## config.mk

```make
export PLATFORM = sky130hd
export DESIGN_NAME = ram64_arbiter
export DESIGN_NICKNAME = d
export VERILOG_FILES = /design/src/rtl/ram64_arbiter.sv
export SDC_FILE = /design/constraint.sdc
export NUM_CORES = 1
export LEC_CHECK = 0
export CAP_MARGIN = 20
export CORE_ASPECT_RATIO = 1.25
export CORE_UTILIZATION = 34
export CTS_BUF_LIST = sky130_fd_sc_hd__clkbuf_4
export CTS_CLUSTER_DIAMETER = 60
export DETAILED_ROUTE_END_ITERATION = 6
export PLACE_DENSITY = 0.83
export SYNTH_ARGS = -nofsm -noshare
export SYNTH_HDL_FRONTEND = slang
export SYNTH_SLANG_ARGS = --single-unit
export TNS_END_PERCENT = 50
```

## constraint.sdc

```tcl
create_clock -name clk -period 2 [get_ports clk]
set_input_delay 0.5 -clock clk [delete_from_list [all_inputs] [get_ports clk]]
set_output_delay 0.5 -clock clk [all_outputs]
set_load 0.05 [all_outputs]
```

## src/rtl/ram64_arbiter.sv

```systemverilog
// Round-robin arbiter sharing one single-port RAM between requesters A and B.
// After reset it can sweep every word to CLEAR_VALUE before granting any access.
module ram64_arbiter #(
  parameter int                ADDR_W         = 6,
  parameter int                DATA_W         = 16,
  parameter int                CLEAR_ON_RESET = 1,
  parameter logic [DATA_W-1:0] CLEAR_VALUE    = '0
) (
  input  logic              clk,
  input  logic              reset,
  input  logic              a_req,
  input  logic              a_we,
  input  logic [ADDR_W-1:0] a_addr,
  input  logic [DATA_W-1:0] a_wdata,
  output logic              a_gnt,
  output logic              a_rvalid,
  input  logic              b_req,
  input  logic              b_we,
  input  logic [ADDR_W-1:0] b_addr,
  input  logic [DATA_W-1:0] b_wdata,
  output logic              b_gnt,
  output logic              b_rvalid,
  output logic [DATA_W-1:0] rdata,
  output logic              busy,
  output logic              ram_load,
  output logic [ADDR_W-1:0] ram_address,
  output logic [DATA_W-1:0] ram_in,
  input  logic [DATA_W-1:0] ram_out
);

  typedef enum logic {S_CLEAR, S_SERVE} state_t;

  state_t              state_q, state_d;
  logic [ADDR_W-1:0]   cnt_q, cnt_d;
  logic                ptr_b_q, ptr_b_d;
  logic [DATA_W-1:0]   rdata_q, rdata_d;
  logic                a_rvalid_q, a_rvalid_d;
  logic                b_rvalid_q, b_rvalid_d;

  // State register
  always_ff @(posedge clk) begin
    if (reset) begin
      state_q <= (CLEAR_ON_RESET != 0) ? S_CLEAR : S_SERVE;
    end else begin
      state_q <= state_d;
    end
  end

  // Next-state logic
  always_comb begin
    state_d = state_q;
    if (state_q == S_CLEAR && cnt_q == {ADDR_W{1'b1}}) begin
      state_d = S_SERVE;
    end
  end

  // Output / arbitration logic; grants and RAM writes are suppressed during reset
  always_comb begin
    a_gnt       = 1'b0;
    b_gnt       = 1'b0;
    ram_load    = 1'b0;
    ram_address = '0;
    ram_in      = '0;
    busy        = (state_q == S_CLEAR);
    if (state_q == S_CLEAR) begin
      ram_load    = ~reset;
      ram_address = cnt_q;
      ram_in      = CLEAR_VALUE;
    end else if (!reset) begin
      a_gnt = a_req & (~b_req | ~ptr_b_q);
      b_gnt = b_req & (~a_req |  ptr_b_q);
      if (a_gnt) begin
        ram_load    = a_we;
        ram_address = a_addr;
        ram_in      = a_wdata;
      end else if (b_gnt) begin
        ram_load    = b_we;
        ram_address = b_addr;
        ram_in      = b_wdata;
      end
    end
  end

  always_comb begin
    cnt_d      = (state_q == S_CLEAR) ? cnt_q + 1'b1 : cnt_q;
    ptr_b_d    = a_gnt ? 1'b1 : (b_gnt ? 1'b0 : ptr_b_q);
    a_rvalid_d = a_gnt & ~a_we;
    b_rvalid_d = b_gnt & ~b_we;
    rdata_d    = (a_rvalid_d | b_rvalid_d) ? ram_out : rdata_q;
  end

  always_ff @(posedge clk) begin
    if (reset) begin
      cnt_q      <= '0;
      ptr_b_q    <= 1'b0;
      rdata_q    <= '0;
      a_rvalid_q <= 1'b0;
      b_rvalid_q <= 1'b0;
    end else begin
      cnt_q      <= cnt_d;
      ptr_b_q    <= ptr_b_d;
      rdata_q    <= rdata_d;
      a_rvalid_q <= a_rvalid_d;
      b_rvalid_q <= b_rvalid_d;
    end
  end

  assign rdata    = rdata_q;
  assign a_rvalid = a_rvalid_q;
  assign b_rvalid = b_rvalid_q;

endmodule

```

* Word-level counts from Yosys, hierarchy flattened
Index checks and enable logic that the tools add are counted.
** Word-level totals
- Flip-flop bits (word level) :: 26
- Bits in latches :: 0
- Bits in writable memories :: 0
- Memory bits (read-only) :: 0
- Memories kept :: 0
** Operators by class
- Add/sub/neg operators :: 1
- Multipliers :: 0
- Divide/modulo/power cells :: 0
- Magnitude comparators :: 0
- Equal/unequal tests :: 1
- Shift-type cells :: 0
- Multiplexer cells :: 18
- Bitwise logic cells :: 14
- Reduce and logical (&&, ||, !) cells :: 2
** Operators by type and width (number)
- $mux 16 :: 4
- $mux 6 :: 4
- $mux 1 :: 10
- $not 1->1 :: 7
- $add 6x1->6 const B :: 1
- $eq 6x6->1 const B :: 1
- $and 1x1->1 :: 4
- $or 1x1->1 :: 3
- $reduce_bool 2->1 :: 1
- $logic_and 1x1->1 :: 1

* Depth between registers and ports, before layout
Gate-level depths: netlist of the first run.
- Depth after elaboration :: 7
- Mapped depth :: 7

* Worst setup path after synthesis of the first run
No wires, ideal clock.
- Path type :: in2out
- Start :: input reset
- End :: output ram_in[10]
- Data arrival time :: 1.813 ns
- Path slack :: -0.313 ns
- Cell stages on the path :: 5
- Buffers on the path :: 3
- Cell sequence :: buf_6 -> and4b_1 -> buf_2 -> buf_2 -> a22o_1
** On the way
- Longest elaborated chain between the ends :: 2
** Ends and longest elaborated chain
- start, declared :: line 10 : input logic reset,
- $mux 16 :: line 69 : end else if (!reset) begin
- $mux 16 :: line 65 : if (state_q == S_CLEAR) begin
- end, declared :: line 27 : output logic [DATA_W-1:0] ram_in,
No other way between the ends.

* Worst setup path after layout of the first run
- Start :: input reset
- End :: output ram_in[5]
The elaborated chain is that of the path after synthesis.

==> results of run 1 <==
## worst min-delay path by stage
| stage | depth (start not counted) | startpoint | end | slack [ns] |
|---|---|---|---|---|
| 4_1_cts | 2 | rdata[0] | rdata[0] | 0.48 |
| 3_5_place_dp | 2 | rdata[0] | rdata[0] | 0.46 |
| 5_1_grt | 2 | rdata[15] | rdata[15] | 0.49 |
| 2_1_floorplan | 2 | ptr_b_q | ptr_b_q | 0.46 |
| 6_report | 2 | rdata[15] | rdata[15] | 0.47 |
| 3_3_place_gp | 2 | rdata[15] | rdata[15] | 0.45 |
## power groups by stage
stage / registers [mW] / logic, mW / clock network [mW]
after global routing: 0.530 / 0.276 / 0.380
after floorplan: 0.539 / 0.0576 / 0
final: 0.529 / 0.265 / 0.353
after CTS: 0.528 / 0.247 / 0.365
after global placement: 0.540 / 0.233 / 0
after detailed placement: 0.541 / 0.237 / 0
## routing by layer
layer  GRT usage, %  vias up  wire length (µm)
li1               -      833                 -
met1           33.4      846              2380
met2           57.2      131              3410
met3           9.22       35               733
met4           13.5        0               383
met5              0        -                 0
## timing repair
action / 4_1_cts / 5_1_grt
pin swaps: 10 / 16
setup endpoints to repair: 29 / 37
cloned: 4 / 1
resized for setup: 47 / 17
buffers inserted: 5 / 4
## worst max-delay path: cells and delay by family
family,cells,cell delay [ns]
compound gates,1,0.21
simple gates,1,0.24
buf+inv,5,0.81
## metrics by stage
stage,hold slack (ns),utilization (%),instances,TNS [ns]
after global placement,0.453,75.9,323,-11.86
after CTS,0.476,84.6,336,-4.30
after detailed placement,0.457,75.9,323,-13.29
after floorplan,0.465,-,155,-1.45
final,0.473,86.3,339,-4.75
after global routing,0.488,86.3,339,-6.53
## flip-flops by register name, indices dropped and copies added, names as in the netlist
signal	count
a_rvalid	1
state_q	1
b_rvalid	1
rdata	16
cnt_q	6
ptr_b_q	1
## placed cells by master, fill, tap and decap left out, types with 3 or more instances in the layout
master,n
a21oi_1,18
a22o_4,15
a22oi_2,4
buf_12,29
buf_4,19
buf_6,7
clkbuf_4,3
clkdlybuf4s50_1,63
dfxtp_1,24
dlygate4sd2_1,4
dlymetal6s2s_1,12
inv_1,4
nand3_1,18
nor2_1,5
o21ai_0,8
o21ai_1,9
o21ai_2,4
## layout make-up
| cell class | instances | area, µm² | share of cell area [%] |
|---|---|---|---|
| clock buffers | 3 | 22.5 | 0.684 |
| clock inverters | 1 | 30.0 | 0.912 |
| inverters | 7 | 27.5 | 0.836 |
| multi-input cells | 109 | 905 | 27.5 |
| flip-flops and latches | 26 | 526 | 16.0 |
| well taps | 54 | 67.6 | 2.05 |
| repair buffers | 139 | 1710 | 52.1 |
## logic make-up (layout without fill, tap and decap cells)
family | Yosys count | in the layout
compound gates | 65 | 65
xor+xnor | 3 | 3
fa+ha+maj | 1 | 1
buf+inv | 20 | 150
flops | 26 | 26
mux | 1 | 1
simple gates | 39 | 39
==> results.cfg, run 1 <==
[yosys]
synth_seq_cells = 26
synth.most_common_cell = dfxtp_1
synth_cells = 155
ys_seq_area_share_pct = 38.2
syn-cell-area_mm2 = 0.00136
yosys-top-cells-count = 26 x dfxtp_1, 19 x a21oi_1, 18 x nand3_1, 16 x a22o_1, 11 x o21ai_1
synth_compound_area_share_pct = 30.7
synthTopCellsByArea = dfxtp_1 38%, a22o_1 10%, a21oi_1 7.0%, nand3_1 6.6%, buf_6 4.1%
yosys.cell_types.count = 35
yosysWarnings = 0
synth_top_area_cell = dfxtp_1
synth-edff-count = 0
synth-simple-area-share_pct = 18.3
syn_nets = 222
synth-async-reset-ratio_pct = 0
synth-adder-area-share_pct = 0.918
synth_xor_xnor_area_share_pct = 1.93
synth_top_area_share_pct = 38.2
yosys_most_used_dff = dfxtp_1
muxShareOfSynthArea_pct = 0.735
synth_top_family_by_area = compound AO/OA/AOI/OAI gates
syn_area_per_cell_um2 = 8.79

[placement]
dpl_cell_area_mm2 = 0.00290
io_buffers = 109
dpl_worst_slack_ns = -0.542
hpwl_um = 3920
gp_congestion = 0.769

[sta]
clock.fmax_mhz = 443
fin_skew_ns = 0.00411
setup_slack_ns = -0.259
min_period_ns = 2.26
slew_headroom_pct = 65.2
rsz0062_at_grt = yes
worst_pin_slew_ns = 0.522
finalSetupViolCount = 25
min_period_over_period_pct = 113
finalHoldViolCount = 0
slew_viol_final = 0

[cells_and_area]
n_antenna_cell = 0
fin_nets = 353
final_area_mm2 = 0.00329
layout-drive-gt1-share_pct = 36.5
syn2layout_area_growth_pct = 142
n_fill_cell = 204

[worst_setup_path]
path_class = in -> out
cp-end-kind = primary output
r2r_cells = 8
crit_path_max_incr_delay_ns = 0.24
arrival_ns = 1.76
r2r_start = ptr_b_q
rrSetupSlack_ns = 0.46
cp.required_ns = 1.50
cp-start-kind = input port
crit_fanout = 5
cp-startpoint = reset
cp_slowest_cell = nor3b_4
crit_end = ram_in[5]
r2r-end = rdata[2]
worstPathCellList = clkdlybuf4s15_2, buf_4, nor3b_4, buf_6, buf_16, a22o_1, buf_12

[power_and_ir_drop]
power_leakage_nw = 1.52
ir_worst_vdd_v = 0.000669
seq_power_share_pct = 46.1
swShare_pct = 22.5
p_total_mw = 1.15
p_comb_share_pct = 23.1
intPower_mw = 0.890
pwr-share-clk_pct = 30.8
power.density_mw_per_mm2 = 349
p_sw_mw = 0.258

[cts]
htree_levels = 1
cts.path.max_buffers = 2
cts-hold-fix-buffers = 0
clk_pin_slew_ns = 0.13
clock_sinks = 26
cts_tree = yes
clk-insertion-delay-late_ns = 0.32
cts_buffers = 3
root_buffer = clkbuf_4

[global_routing]
antenna_found_initial = 0
grt_pass1_wl_um = 9860
gr-total-overflow = 0
grt_usage_pct = 31.5
grt_pass1_vias = 1900
grt_max_degree = 28

[detailed_routing]
viasPerCell = 5.44
drt_wl_total_um = 6910
num_vias = 1845
drc = 0
firstDrtPassIters = 4
ant_nets = 0
drtIter0Drc = 39
wl_per_cell_um = 20.4

[floorplan]
dieHeight_um = 72.8
fp.coreArea_mm2 = 0.00382
ios = 110
dieArea_mm2 = 0.00427
start_util_pct = 35.7
die_x_um = 58.6
rows = 25

[hold_path]
hp-class = reg -> reg

[job]
drv_cap = 0

[run_status]
violations = negative setup slack
outcome = finished, violations left
Power figures use the tool's default switching activity.
==> run 2: changes to the inputs <==
MAX_ROUTING_LAYER = met4   (was not set)
==> results.cfg, run 2 (synthesis gave the netlist of run 1 again) <==
[cells_and_area]
mostFrequentLayoutCells = 63 x clkdlybuf4s50_1, 29 x buf_12, 24 x dfxtp_1
layout-drive-gt1-share_pct = 36.5
fin_nets = 353
final_area_mm2 = 0.00329
n_antenna_cell = 0
fin_util_pct = 86.3
layout_commonest_cell = clkdlybuf4s50_1
largest_reg_flops = 16
n_fill_cell = 204
syn2layout_area_growth_pct = 142

[worst_setup_path]
worstPathCellList = a21boi_2, nor3b_4, buf_6, buf_16, a22o_1, buf_12
cp.required_ns = 1.50
crit_path_max_incr_delay_ns = 0.36
crit_buf_inv = 3
cp_top_family = buffers and inverters
arrival_ns = 1.76
cp_slowest_cell = dfxtp_2
crit_fanout = 5
path_class = reg -> out
cp-end-kind = primary output
cp-start-kind = register

[hold_path]
hp-class = reg -> reg

[cts]
htree_levels = 1
cts_tree = yes
clk-insertion-delay-late_ns = 0.32
cts_buffers = 3
cts-hold-fix-buffers = 0
root_buffer = clkbuf_4
clock_sinks = 26
clk_pin_slew_ns = 0.13
cts.path.max_buffers = 2

[detailed_routing]
drc = 0
viasPerCell = 5.42
drt_wl_total_um = 6920
drtIter0Drc = 84
wl_per_cell_um = 20.4
ant_nets = 0
firstDrtPassIters = 4
num_vias = 1837

[sta]
min_period_ns = 2.26
rsz0062_at_grt = yes
worst_pin_slew_ns = 0.524
slew_headroom_pct = 65.0
setup_slack_ns = -0.263
finalSetupViolCount = 25
slew_viol_final = 0
fin_skew_ns = 0.00230
clock.fmax_mhz = 442
finalHoldViolCount = 0
min_period_over_period_pct = 113

[floorplan]
start_util_pct = 35.7
dieHeight_um = 72.8
rows = 25
dieArea_mm2 = 0.00427
fp.coreArea_mm2 = 0.00382
die_x_um = 58.6
ios = 110

[power_and_ir_drop]
ir_worst_vdd_v = 0.000671
power.density_mw_per_mm2 = 349
power_leakage_nw = 1.52

[placement]
gp_congestion = 0.780
io_buffers = 109
hpwl_um = 3920
dpl_cell_area_mm2 = 0.00290
dpl_worst_slack_ns = -0.542

[run_status]
outcome = finished, violations left
violations = negative setup slack

[job]
drv_cap = 0

[global_routing]
grt_usage_pct = 32.5
gr-total-overflow = 0
grt_pass1_wl_um = 9860
grt_max_degree = 28
grt_pass1_vias = 1897
antenna_found_initial = 0
run 2: cell counts in the layout (fill, tap and decap cells not counted):
Identical to the previous run, type by type.
run 2: final timing paths:
path	startpoint	end	slack, ns	cells after the start
max	ptr_b_q	ram_in[5]	-0.26	6
min	rdata[15]	rdata[15]	0.47	2
max reg2reg	ptr_b_q	rdata[2]	0.47	8
min reg2reg	rdata[15]	rdata[15]	0.47	2
run 2: stage by stage:
step           instances  total power [mW]  setup TNS (ns)  hold slack (ns)
2_1_floorplan        155             0.597           -1.45            0.465
3_3_place_gp         323             0.773          -11.86            0.453
3_5_place_dp         323             0.778          -13.29            0.457
4_1_cts              336              1.14           -4.30            0.476
5_1_grt              339              1.19           -6.54            0.488
6_report             339              1.15           -4.78            0.473
run 2: layer usage:
metal  part of all wire, %  track usage, %  up-vias
met2                    50            57.2      123
li1                      -               -      833
met1                    35            34.0      846
met5                     0               -        -
met3                    10            8.33       35
met4                   4.7            13.5        0
run 2: worst reg2reg max path, cell delays in order (launching register included):
cell and delay [ns]:
dfxtp_2 0.38, a21boi_2 0.07, buf_4 0.13, buf_4 0.12, buf_4 0.13, nand2_2 0.09, clkinv_2 0.19, o21ai_0 0.22
a21oi_1 0.10
run 2: area by class of cell:
cell class                      count  area (µm²)  area share (%)
Timing Repair Buffer              139        1710            52.1
Clock inverter                      1        30.0           0.912
Multi-Input combinational cell    109         905            27.5
Clock buffer                        3        22.5           0.684
Sequential cell                    26         526            16.0
Tap cell                           54        67.6            2.05
Inverter                            7        27.5           0.836
run 2: timing repair:
item | 4_1_cts | 5_1_grt
setup buffers | 5 | 4
setup endpoints to repair | 29 | 37
gates resized for setup | 47 | 17
pin swaps | 10 | 16
cloned | 4 | 1
run 2: power breakdown:
part           switching, mW  internal [mW]
Combinational         0.0999          0.165
Clock                  0.151          0.203
Sequential           0.00693          0.522
Total                  0.258          0.890
